==> src/rtl/uart_comm_pkg.sv <==
// uart_comm_pkg: shared constants, FSM state codes and the command byte-lane
// helper for the uart_comm host transport.
package uart_comm_pkg;

    localparam int BITS_PER_BYTE = 8;
    localparam int BYTES_PER_CMD = 3;
    localparam int CMD_W         = BITS_PER_BYTE * BYTES_PER_CMD;

    // Byte lanes of the assembled command: byte0 is the first byte received.
    localparam int BYTE0_LSB = 16;
    localparam int BYTE1_LSB = 8;
    localparam int BYTE2_LSB = 0;

    // Index of the byte that completes a command.
    localparam logic [1:0] LAST_IDX = 2'(BYTES_PER_CMD - 1);

    // Receiver state codes.
    localparam logic [1:0] RX_IDLE  = 2'd0;
    localparam logic [1:0] RX_START = 2'd1;
    localparam logic [1:0] RX_DATA  = 2'd2;
    localparam logic [1:0] RX_STOP  = 2'd3;

    // Transmitter state codes.
    localparam logic [1:0] TX_IDLE  = 2'd0;
    localparam logic [1:0] TX_START = 2'd1;
    localparam logic [1:0] TX_DATA  = 2'd2;
    localparam logic [1:0] TX_STOP  = 2'd3;

    // Returns word with byte b written into the lane selected by idx.
    function automatic logic [CMD_W-1:0] put_lane(
        input logic [CMD_W-1:0]         word,
        input logic [1:0]               idx,
        input logic [BITS_PER_BYTE-1:0] b
    );
        logic [CMD_W-1:0] res;
        res = word;
        case (idx)
            2'd0:    res[BYTE0_LSB +: BITS_PER_BYTE] = b;
            2'd1:    res[BYTE1_LSB +: BITS_PER_BYTE] = b;
            default: res[BYTE2_LSB +: BITS_PER_BYTE] = b;
        endcase
        return res;
    endfunction

endpackage

==> src/rtl/uart_rx.sv <==
// uart_rx: 8N1 bit-level receiver. Synchronises the asynchronous RX line,
// rejects short start-bit glitches, and reports each byte as either a
// one-cycle o_rx_valid or a one-cycle o_framing_err. After a framing error
// the receiver holds off until the line has returned high.
module uart_rx
    import uart_comm_pkg::*;
#(
    parameter int BAUD_DIV = 2604
) (
    input  logic                     clk,
    input  logic                     rst_n,
    input  logic                     i_rx,
    output logic [BITS_PER_BYTE-1:0] o_rx_byte,
    output logic                     o_rx_valid,
    output logic                     o_framing_err,
    output logic                     o_rx_busy
);

    localparam int               CNT_W    = $clog2(BAUD_DIV);
    localparam logic [CNT_W-1:0] BIT_END  = CNT_W'(BAUD_DIV - 1);
    localparam logic [CNT_W-1:0] HALF_END = CNT_W'(BAUD_DIV / 2 - 1);
    localparam logic [2:0]       LAST_BIT = 3'(BITS_PER_BYTE - 1);

    logic                     r_rx_meta;
    logic                     r_rx_sync;
    logic                     r_rx_prev;
    logic                     w_fall;
    logic [1:0]               r_state;
    logic [CNT_W-1:0]         r_cnt;
    logic [2:0]               r_bit;
    logic [BITS_PER_BYTE-1:0] r_shift;
    logic                     r_wait_high;
    logic                     r_valid;
    logic                     r_ferr;

    // Two synchroniser flops, then a history flop for falling-edge detection.
    always_ff @(posedge clk or negedge rst_n) begin
        if (!rst_n) begin
            r_rx_meta <= 1'b1;
            r_rx_sync <= 1'b1;
            r_rx_prev <= 1'b1;
        end else begin
            // NOTE: sequential state uses non-blocking assignments so every
            // flop samples the values present before the clock edge.
            r_rx_meta <= i_rx;
            r_rx_sync <= r_rx_meta;
            r_rx_prev <= r_rx_sync;
        end
    end

    assign w_fall = r_rx_prev & ~r_rx_sync;

    // Receive FSM: mid-bit sampling of start, 8 data bits LSB first, stop.
    always_ff @(posedge clk or negedge rst_n) begin
        if (!rst_n) begin
            r_state     <= RX_IDLE;
            r_cnt       <= '0;
            r_bit       <= '0;
            r_shift     <= '0;
            r_wait_high <= 1'b0;
            r_valid     <= 1'b0;
            r_ferr      <= 1'b0;
        end else begin
            r_valid <= 1'b0;
            r_ferr  <= 1'b0;
            case (r_state)
                RX_IDLE: begin
                    if (w_fall) begin
                        r_state <= RX_START;
                        r_cnt   <= '0;
                    end
                end
                RX_START: begin
                    if (r_cnt == HALF_END) begin
                        r_cnt <= '0;
                        r_bit <= '0;
                        // A line that is high again at mid start bit was a glitch.
                        r_state <= r_rx_sync ? RX_IDLE : RX_DATA;
                    end else begin
                        r_cnt <= r_cnt + 1'b1;
                    end
                end
                RX_DATA: begin
                    if (r_cnt == BIT_END) begin
                        r_cnt   <= '0;
                        r_shift <= {r_rx_sync, r_shift[BITS_PER_BYTE-1:1]};
                        if (r_bit == LAST_BIT) begin
                            r_state <= RX_STOP;
                        end else begin
                            r_bit <= r_bit + 1'b1;
                        end
                    end else begin
                        r_cnt <= r_cnt + 1'b1;
                    end
                end
                default: begin
                    if (r_wait_high) begin
                        // Broken frame: wait for the line to idle before re-arming.
                        if (r_rx_sync) begin
                            r_wait_high <= 1'b0;
                            r_state     <= RX_IDLE;
                        end
                    end else if (r_cnt == BIT_END) begin
                        r_cnt <= '0;
                        if (r_rx_sync) begin
                            r_valid <= 1'b1;
                            r_state <= RX_IDLE;
                        end else begin
                            r_ferr      <= 1'b1;
                            r_wait_high <= 1'b1;
                        end
                    end else begin
                        r_cnt <= r_cnt + 1'b1;
                    end
                end
            endcase
        end
    end

    assign o_rx_byte     = r_shift;
    assign o_rx_valid    = r_valid;
    assign o_framing_err = r_ferr;
    assign o_rx_busy     = (r_state != RX_IDLE);

endmodule

==> src/rtl/uart_comm.sv <==
// uart_comm: host-side UART command/response transport.
// RX bytes are assembled into 3-byte commands presented on cmd with a
// cmd_rdy/clr_cmd_rdy handshake; single response bytes are serialised on TX.
// Optional build macro UART_COMM_TIMEOUT_EN: an inter-byte gap longer than
// TIMEOUT_CYC clocks discards a partially assembled command.
module uart_comm
    import uart_comm_pkg::*;
#(
    parameter int BAUD_DIV    = 2604,
    parameter int TIMEOUT_CYC = 1000000
) (
    input  logic                     clk,
    input  logic                     rst_n,
    input  logic                     RX,
    output logic                     TX,
    output logic [CMD_W-1:0]         cmd,
    output logic                     cmd_rdy,
    input  logic                     clr_cmd_rdy,
    input  logic [BITS_PER_BYTE-1:0] resp_data,
    input  logic                     send_resp,
    output logic                     resp_sent
);

    localparam int               CNT_W    = $clog2(BAUD_DIV);
    localparam logic [CNT_W-1:0] BIT_END  = CNT_W'(BAUD_DIV - 1);
    localparam logic [2:0]       LAST_BIT = 3'(BITS_PER_BYTE - 1);

    logic [BITS_PER_BYTE-1:0] w_rx_byte;
    logic                     w_rx_valid;
    logic                     w_framing_err;
    logic                     w_rx_busy;
    logic                     w_timeout;
    logic                     w_frame_done;
    logic [CMD_W-1:0]         w_full_cmd;

    logic [1:0]               r_idx;
    logic [CMD_W-1:0]         r_shadow;
    logic [CMD_W-1:0]         r_cmd;
    logic                     r_cmd_rdy;

    logic [1:0]               r_tx_state;
    logic [CNT_W-1:0]         r_tx_cnt;
    logic [2:0]               r_tx_bit;
    logic [BITS_PER_BYTE-1:0] r_tx_shift;
    logic                     r_tx;
    logic                     r_resp_sent;

    uart_rx #(
        .BAUD_DIV (BAUD_DIV)
    ) u_rx (
        .clk           (clk),
        .rst_n         (rst_n),
        .i_rx          (RX),
        .o_rx_byte     (w_rx_byte),
        .o_rx_valid    (w_rx_valid),
        .o_framing_err (w_framing_err),
        .o_rx_busy     (w_rx_busy)
    );

`ifdef UART_COMM_TIMEOUT_EN
    localparam int TO_W = $clog2(TIMEOUT_CYC + 1);

    logic [TO_W-1:0] r_to_cnt;

    // Gap counter: runs while a command is partially assembled and RX is idle.
    always_ff @(posedge clk or negedge rst_n) begin
        if (!rst_n) begin
            r_to_cnt <= '0;
        end else if (r_idx == 2'd0 || w_rx_valid || w_timeout) begin
            r_to_cnt <= '0;
        end else if (!w_rx_busy) begin
            r_to_cnt <= r_to_cnt + 1'b1;
        end
    end

    assign w_timeout = (r_to_cnt == TO_W'(TIMEOUT_CYC));
`else
    // Without the timeout the receiver busy flag and TIMEOUT_CYC have no consumer.
    logic w_unused_to;
    assign w_unused_to = w_rx_busy ^ (TIMEOUT_CYC > 0);
    assign w_timeout   = 1'b0;
`endif

    assign w_full_cmd   = put_lane(r_shadow, r_idx, w_rx_byte);
    assign w_frame_done = w_rx_valid && (r_idx == LAST_IDX);

    // Byte index and shadow register: place each valid byte in its lane.
    always_ff @(posedge clk or negedge rst_n) begin
        if (!rst_n) begin
            r_idx    <= '0;
            r_shadow <= '0;
        end else if (w_rx_valid) begin
            r_shadow <= w_full_cmd;
            r_idx    <= (r_idx == LAST_IDX) ? 2'd0 : r_idx + 1'b1;
        end else if (w_framing_err) begin
            r_idx <= '0;
        end else if (w_timeout) begin
            r_idx    <= '0;
            r_shadow <= '0;
        end
    end

    // Command handshake: load when free or being cleared, else drop the frame.
    always_ff @(posedge clk or negedge rst_n) begin
        if (!rst_n) begin
            r_cmd     <= '0;
            r_cmd_rdy <= 1'b0;
        end else if (w_frame_done && (!r_cmd_rdy || clr_cmd_rdy)) begin
            r_cmd     <= w_full_cmd;
            r_cmd_rdy <= 1'b1;
        end else if (clr_cmd_rdy) begin
            r_cmd_rdy <= 1'b0;
        end
    end

    // Transmit FSM: start bit, 8 data bits LSB first, stop bit, then resp_sent.
    always_ff @(posedge clk or negedge rst_n) begin
        if (!rst_n) begin
            r_tx_state  <= TX_IDLE;
            r_tx_cnt    <= '0;
            r_tx_bit    <= '0;
            r_tx_shift  <= '0;
            r_tx        <= 1'b1;
            r_resp_sent <= 1'b0;
        end else begin
            r_resp_sent <= 1'b0;
            case (r_tx_state)
                TX_IDLE: begin
                    // The cycle that reports completion is not yet open for a new request.
                    if (send_resp && !r_resp_sent) begin
                        r_tx_shift <= resp_data;
                        r_tx_cnt   <= '0;
                        r_tx       <= 1'b0;
                        r_tx_state <= TX_START;
                    end
                end
                TX_START: begin
                    if (r_tx_cnt == BIT_END) begin
                        r_tx_cnt   <= '0;
                        r_tx_bit   <= '0;
                        r_tx       <= r_tx_shift[0];
                        r_tx_state <= TX_DATA;
                    end else begin
                        r_tx_cnt <= r_tx_cnt + 1'b1;
                    end
                end
                TX_DATA: begin
                    if (r_tx_cnt == BIT_END) begin
                        r_tx_cnt <= '0;
                        if (r_tx_bit == LAST_BIT) begin
                            r_tx       <= 1'b1;
                            r_tx_state <= TX_STOP;
                        end else begin
                            r_tx_bit   <= r_tx_bit + 1'b1;
                            r_tx       <= r_tx_shift[1];
                            r_tx_shift <= {1'b0, r_tx_shift[BITS_PER_BYTE-1:1]};
                        end
                    end else begin
                        r_tx_cnt <= r_tx_cnt + 1'b1;
                    end
                end
                default: begin
                    if (r_tx_cnt == BIT_END) begin
                        r_tx_cnt    <= '0;
                        r_resp_sent <= 1'b1;
                        r_tx_state  <= TX_IDLE;
                    end else begin
                        r_tx_cnt <= r_tx_cnt + 1'b1;
                    end
                end
            endcase
        end
    end

    assign TX        = r_tx;
    assign cmd       = r_cmd;
    assign cmd_rdy   = r_cmd_rdy;
    assign resp_sent = r_resp_sent;

endmodule

==> config.mk <==
export PLATFORM = sky130hd
export DESIGN_NAME = uart_comm
export DESIGN_NICKNAME = d
export VERILOG_FILES = /design/src/rtl/uart_comm_pkg.sv /design/src/rtl/uart_rx.sv /design/src/rtl/uart_comm.sv
export SDC_FILE = /design/constraint.sdc
export NUM_CORES = 1
export LEC_CHECK = 0
export BUFFER_PORTS_ARGS = -buffer_cell sky130_fd_sc_hd__buf_2
export CORE_MARGIN = 2
export CORE_UTILIZATION = 45
export CTS_CLUSTER_SIZE = 10
export DETAILED_ROUTE_END_ITERATION = 12
export GPL_TIMING_DRIVEN = 0
export PLACE_DENSITY_LB_ADDON = 0.25
export SLEW_MARGIN = 20
export SYNTH_ARGS = -nofsm -noshare
export SYNTH_HDL_FRONTEND = slang
export SYNTH_SLANG_ARGS = --single-unit
==> constraint.sdc <==
create_clock -name clk -period 2.6 [get_ports clk]
set_input_delay 0.26 -clock clk [delete_from_list [all_inputs] [get_ports clk]]
set_output_delay 0.26 -clock clk [all_outputs]
set_load 0.03 [all_outputs]
==> results.env <==
FIN_SKEW_NS=0.00718
TIMING.CRITICAL_PATH.FANOUT_MAX=10
SYNTHDISTINCTLIBCELLS=55
POWER.IR.VDD_WORST_V=0.000593
SYNTHESIS.AREA_PER_INSTANCE_UM2=11.3
CHIPWIDTH_UM=113
ROUTE.VIAS.TOTAL=3797
CORE_REGION_AREA_UM2=11500
CRITICAL_PATH.STARTPOINT='r_tx_state[0]'
POST_CTS_BUFFERS=0
FLOORPLAN.DIE.HEIGHT_UM=113
WORST_EP_ARRIVAL_TIME_NS=2.60
RSZ0062_AT_GRT='false'
SYNTH_FF_TYPE='dfrtp_1'
POST_DRT_VIA_CELL_RATIO=5.65
PLACE.PORT_BUFFERS=39
REGTOREGSETUPSLACK_NS=0.27
SETUP.WORST_PATH.END_CLASS='register'
CTS_RESIZED=0
AREAGROWTHSYNTHTOFINISH_PCT=14.0
HOLD_PATH.STARTPOINT='resp_data[7]'
NUM_ANTENNA_CELLS=0
FF2FF_PATH_DEPTH=8
CRIT-REG2REG-CAPTURE='r_tx_cnt[4]'
DESIGN.FINAL.NETS=548
AVGROUTEDWIREPERCELL_UM=15.8
POWER_PER_CELL_AREA_nW_PER_UM2=540
CP.REQUIRED_NS=2.87
ANT_NETS=0
YS_WARN_COUNT=0
SETUP_TOTAL_NEGATIVE_SLACK_NS=0
CLK_LATENCY_NS=0.36
STATUS='complete, no violations'
TIMING.HOLD.WORST_PATH_DEPTH=3
FINAL-MAX-SLEW-VIOLATION-COUNT=0
GRT_PASS1_WL_UM=18100
SEQ_AREA_FRAC_SYNTH_PCT=51.5
DRIVE_GT1_SHARE_PCT=27.8
CTS_TREE='yes'
HOLD_END='r_tx_shift[7]'
POST-ROUTE-MIN-PERIOD_NS=2.33
PLACEMENTROWS=39
WIRELENGTH_UM=10600
NUMCTSBUFFERS=9
ANTENNA_FOUND_INITIAL=0
DPL_CELL_AREA_UM2=5720
FINAL.FILL_COUNT=990
CTS_BUFFER_DEPTH=2
CRITICAL_PATH.STARTPOINT_TYPE='register'
YS_SEQ_ELEMENTS=109
DRT_ITER0_MARKERS=300
REGAREA_UM2=2730
CTS.CLK_SLEW.WORST_PATHS_NS=0.07
CRIT_TYPE='reg2reg'
CTS-ROOT-BUF='clkbuf_16'
FIN_AREA_UM2=6050
POST_CTS_HOLD_BUFFER_COUNT=2
TIMING.HOLD.WORST.CLASS='in2reg'
TRITONCTS_NUM_SINKS=109
ENDPOINTS_FAILING_SETUP=0
SYN-INSTANCE-COUNT=471
TIMING.RR.START='r_tx_state[0]'
MAXCLOCKFREQUENCY_MHz=430
GRT_REMAINING_OVERFLOW=0
WEIGHTED_CONGESTION_REPORTED_AT_THE_END_OF_ROUTABILITY_DRIVEN_PLACEMENT=0.879
POWER.STATIC_LEAKAGE_nW=2.76
DIE_AREA_UM2=12700
DRT_FIRST_PASS_ITERS=5
SYNTHESIS.AREA_UM2=5310
CLOCK_TREE.HTREE_LEVEL_COUNT=3
START_UTIL_PCT=46.3
GR-USAGE-ALL-LAYERS_PCT=17.7
MAXIMUM_NUMBER_OF_PINS_ON_ONE_NET_BEFORE_GLOBAL_ROUTE_REPAIR=72
POWER.TOTAL_W=0.00327
DP.FINAL_HPWL_UM=7230
I_O_PIN_COUNT=40
MAX_CAP_VIOL_COUNT=0
TIGHTEST_PIN_TRANSITION_NS=0.737
NETS_IN_THE_SYNTHESIZED_NETLIST=495
NUMBER_OF_ENABLE_FLIP_FLOP_CELLS_AFTER_SYNTHESIS=0
TIMING_HOLD_VIOLATIONS_FINAL=0
FINAL_HOLD_SLACK_NS=0.176
DRC=0
GRT_PASS1_VIAS=3732
WORST_CASE_HEADROOM_TO_THE_MAX_SLEW_LIMIT_PCT=50.9
YS_ASYNC_SR_FRACTION_PCT=100
MULTI_INPUT_AREA_UM2=2380
LAYOUT_WORST_PATH_CYCLE_SHARE_PCT=89.5
[per-stage QoR]
step	util, %	setup slack, ns	cells
2_1_floorplan	-	0.679	471
3_3_place_gp	49.6	0.00213	653
3_5_place_dp	49.9	0.290	654
4_1_cts	52.8	0.293	672
5_1_grt	52.8	0.110	672
6_report	52.8	0.272	672
[critical path: stages (launching register included)]
cell and delay, ns:
dfrtp_1 0.41, inv_1 0.11, ha_1 0.14, buf_2 0.20
inv_1 0.10, a21oi_1 0.58, clkbuf_1 0.43, a21oi_1 0.08
o21ai_0 0.18
[worst max-delay path by stage]
stage | end | slack (ns) | cells after the start
after floorplan | r_tx_shift[0] | 0.68 | 7
after global placement | cmd[22] | 0.002 | 1
after detailed placement | r_tx_cnt[4] | 0.29 | 8
after CTS | r_tx_cnt[4] | 0.29 | 8
after global routing | r_tx_cnt[2] | 0.11 | 8
final | r_tx_cnt[4] | 0.27 | 8
[cell usage in the layout (no fill, tap or decap), types with 3 or more instances in the layout]
master / count
dfrtp_1: 105
mux2_2: 57
buf_2: 49
nand2_1: 39
nor2_1: 30
a21oi_1: 24
mux2i_1: 23
inv_1: 19
o21ai_0: 14
nand3_1: 13
ha_1: 11
o211ai_1: 10
clkbuf_16: 9
nand4_1: 8
clkbuf_1: 7
a22o_1: 7
a21o_1: 7
nor2b_1: 6
nor3_1: 6
and4bb_2: 5
or3_1: 5
dfstp_2: 4
nor4_1: 4
and3_1: 4
and2_1: 4
buf_6: 3
a31oi_1: 3
or4_1: 3
o31ai_1: 3
[flip-flops by register name, indices dropped and copies added, names as in the netlist, 2 cells and up]
name            flops
cmd                24
r_shadow           24
r_tx_cnt           12
u_rx.r_cnt         12
r_tx_shift          8
u_rx.o_rx_byte      8
r_tx_bit            3
u_rx.r_bit          3
r_idx               2
r_tx_state          2
u_rx.r_state        2
[layout make-up]
class                      count  share of cell area [%]
sequential                   109                    45.1
tap                          143                    2.96
multi-input combinational    320                    39.3
timing repair buffer          42                    4.11
clock inverter                 7                    1.51
buffer                        23                    2.11
inverter                      19                    1.18
clock buffer                   9                    3.72
[cell families (layout without fill, tap and decap cells)]
kind of cell	Yosys count	count (layout)	share of synthesized area, %
fa+ha+maj	11	11	2.59
flops	109	109	51.5
compound gates	88	88	11.2
xor+xnor	1	1	0.165
simple gates	140	140	14.4
mux	80	80	16.4
buf+inv	42	100	3.75
[Yosys cell counts, types with 2 or more instances]
cell type    n  area (um2)
o2111ai_1    2        17.5
and2_1       4        25.0
a21o_1       7        52.6
or3_1        5        31.3
nor3_1       6        30.0
mux2i_1     23         230
o21ai_0     14        70.1
a22o_1       7        61.3
dfstp_2      4         105
o211ai_1    10        75.1
dfrtp_1    105        2630
inv_1       19        71.3
clkbuf_2     2        10.0
ha_1        11         138
and4bb_2     5        62.6
mux2_2      57         642
nand2_1     39         146
o311ai_1     2        17.5
nor2b_1      6        37.5
o32ai_1      2        17.5
or4_1        3        22.5
a211oi_1     2        15.0
buf_6        2        22.5
a21boi_0     2        15.0
o21a_1       2        15.0
clkbuf_1     7        26.3
buf_2       11        55.1
a21oi_1     24         120
nand3_1     13        65.1
nor2_1      30         113
o31ai_1      3        22.5
a31oi_1      3        18.8
nand2b_1     2        12.5
nor3b_2      2        25.0
nor4_1       4        25.0
nand4_1      8        50.1
and3_1       4        25.0
o221ai_1     2        17.5
[power breakdown]
part	switching (W)	internal, W
combinational	0.0000760	0.0000343
clock	0.000675	0.000771
sequential	0.00000832	0.00170
total	0.000759	0.00251
[metal layers]
layer | share of wire (%) | vias up | track usage [%]
met5 | 0 | - | 0
met4 | 1.2 | 0 | 5.20
met3 | 4.6 | 11 | 5.18
met2 | 47 | 84 | 27.4
met1 | 47 | 1880 | 24.2
li1 | - | 1822 | -
Note: power is estimated with default switching activity, not from simulation.
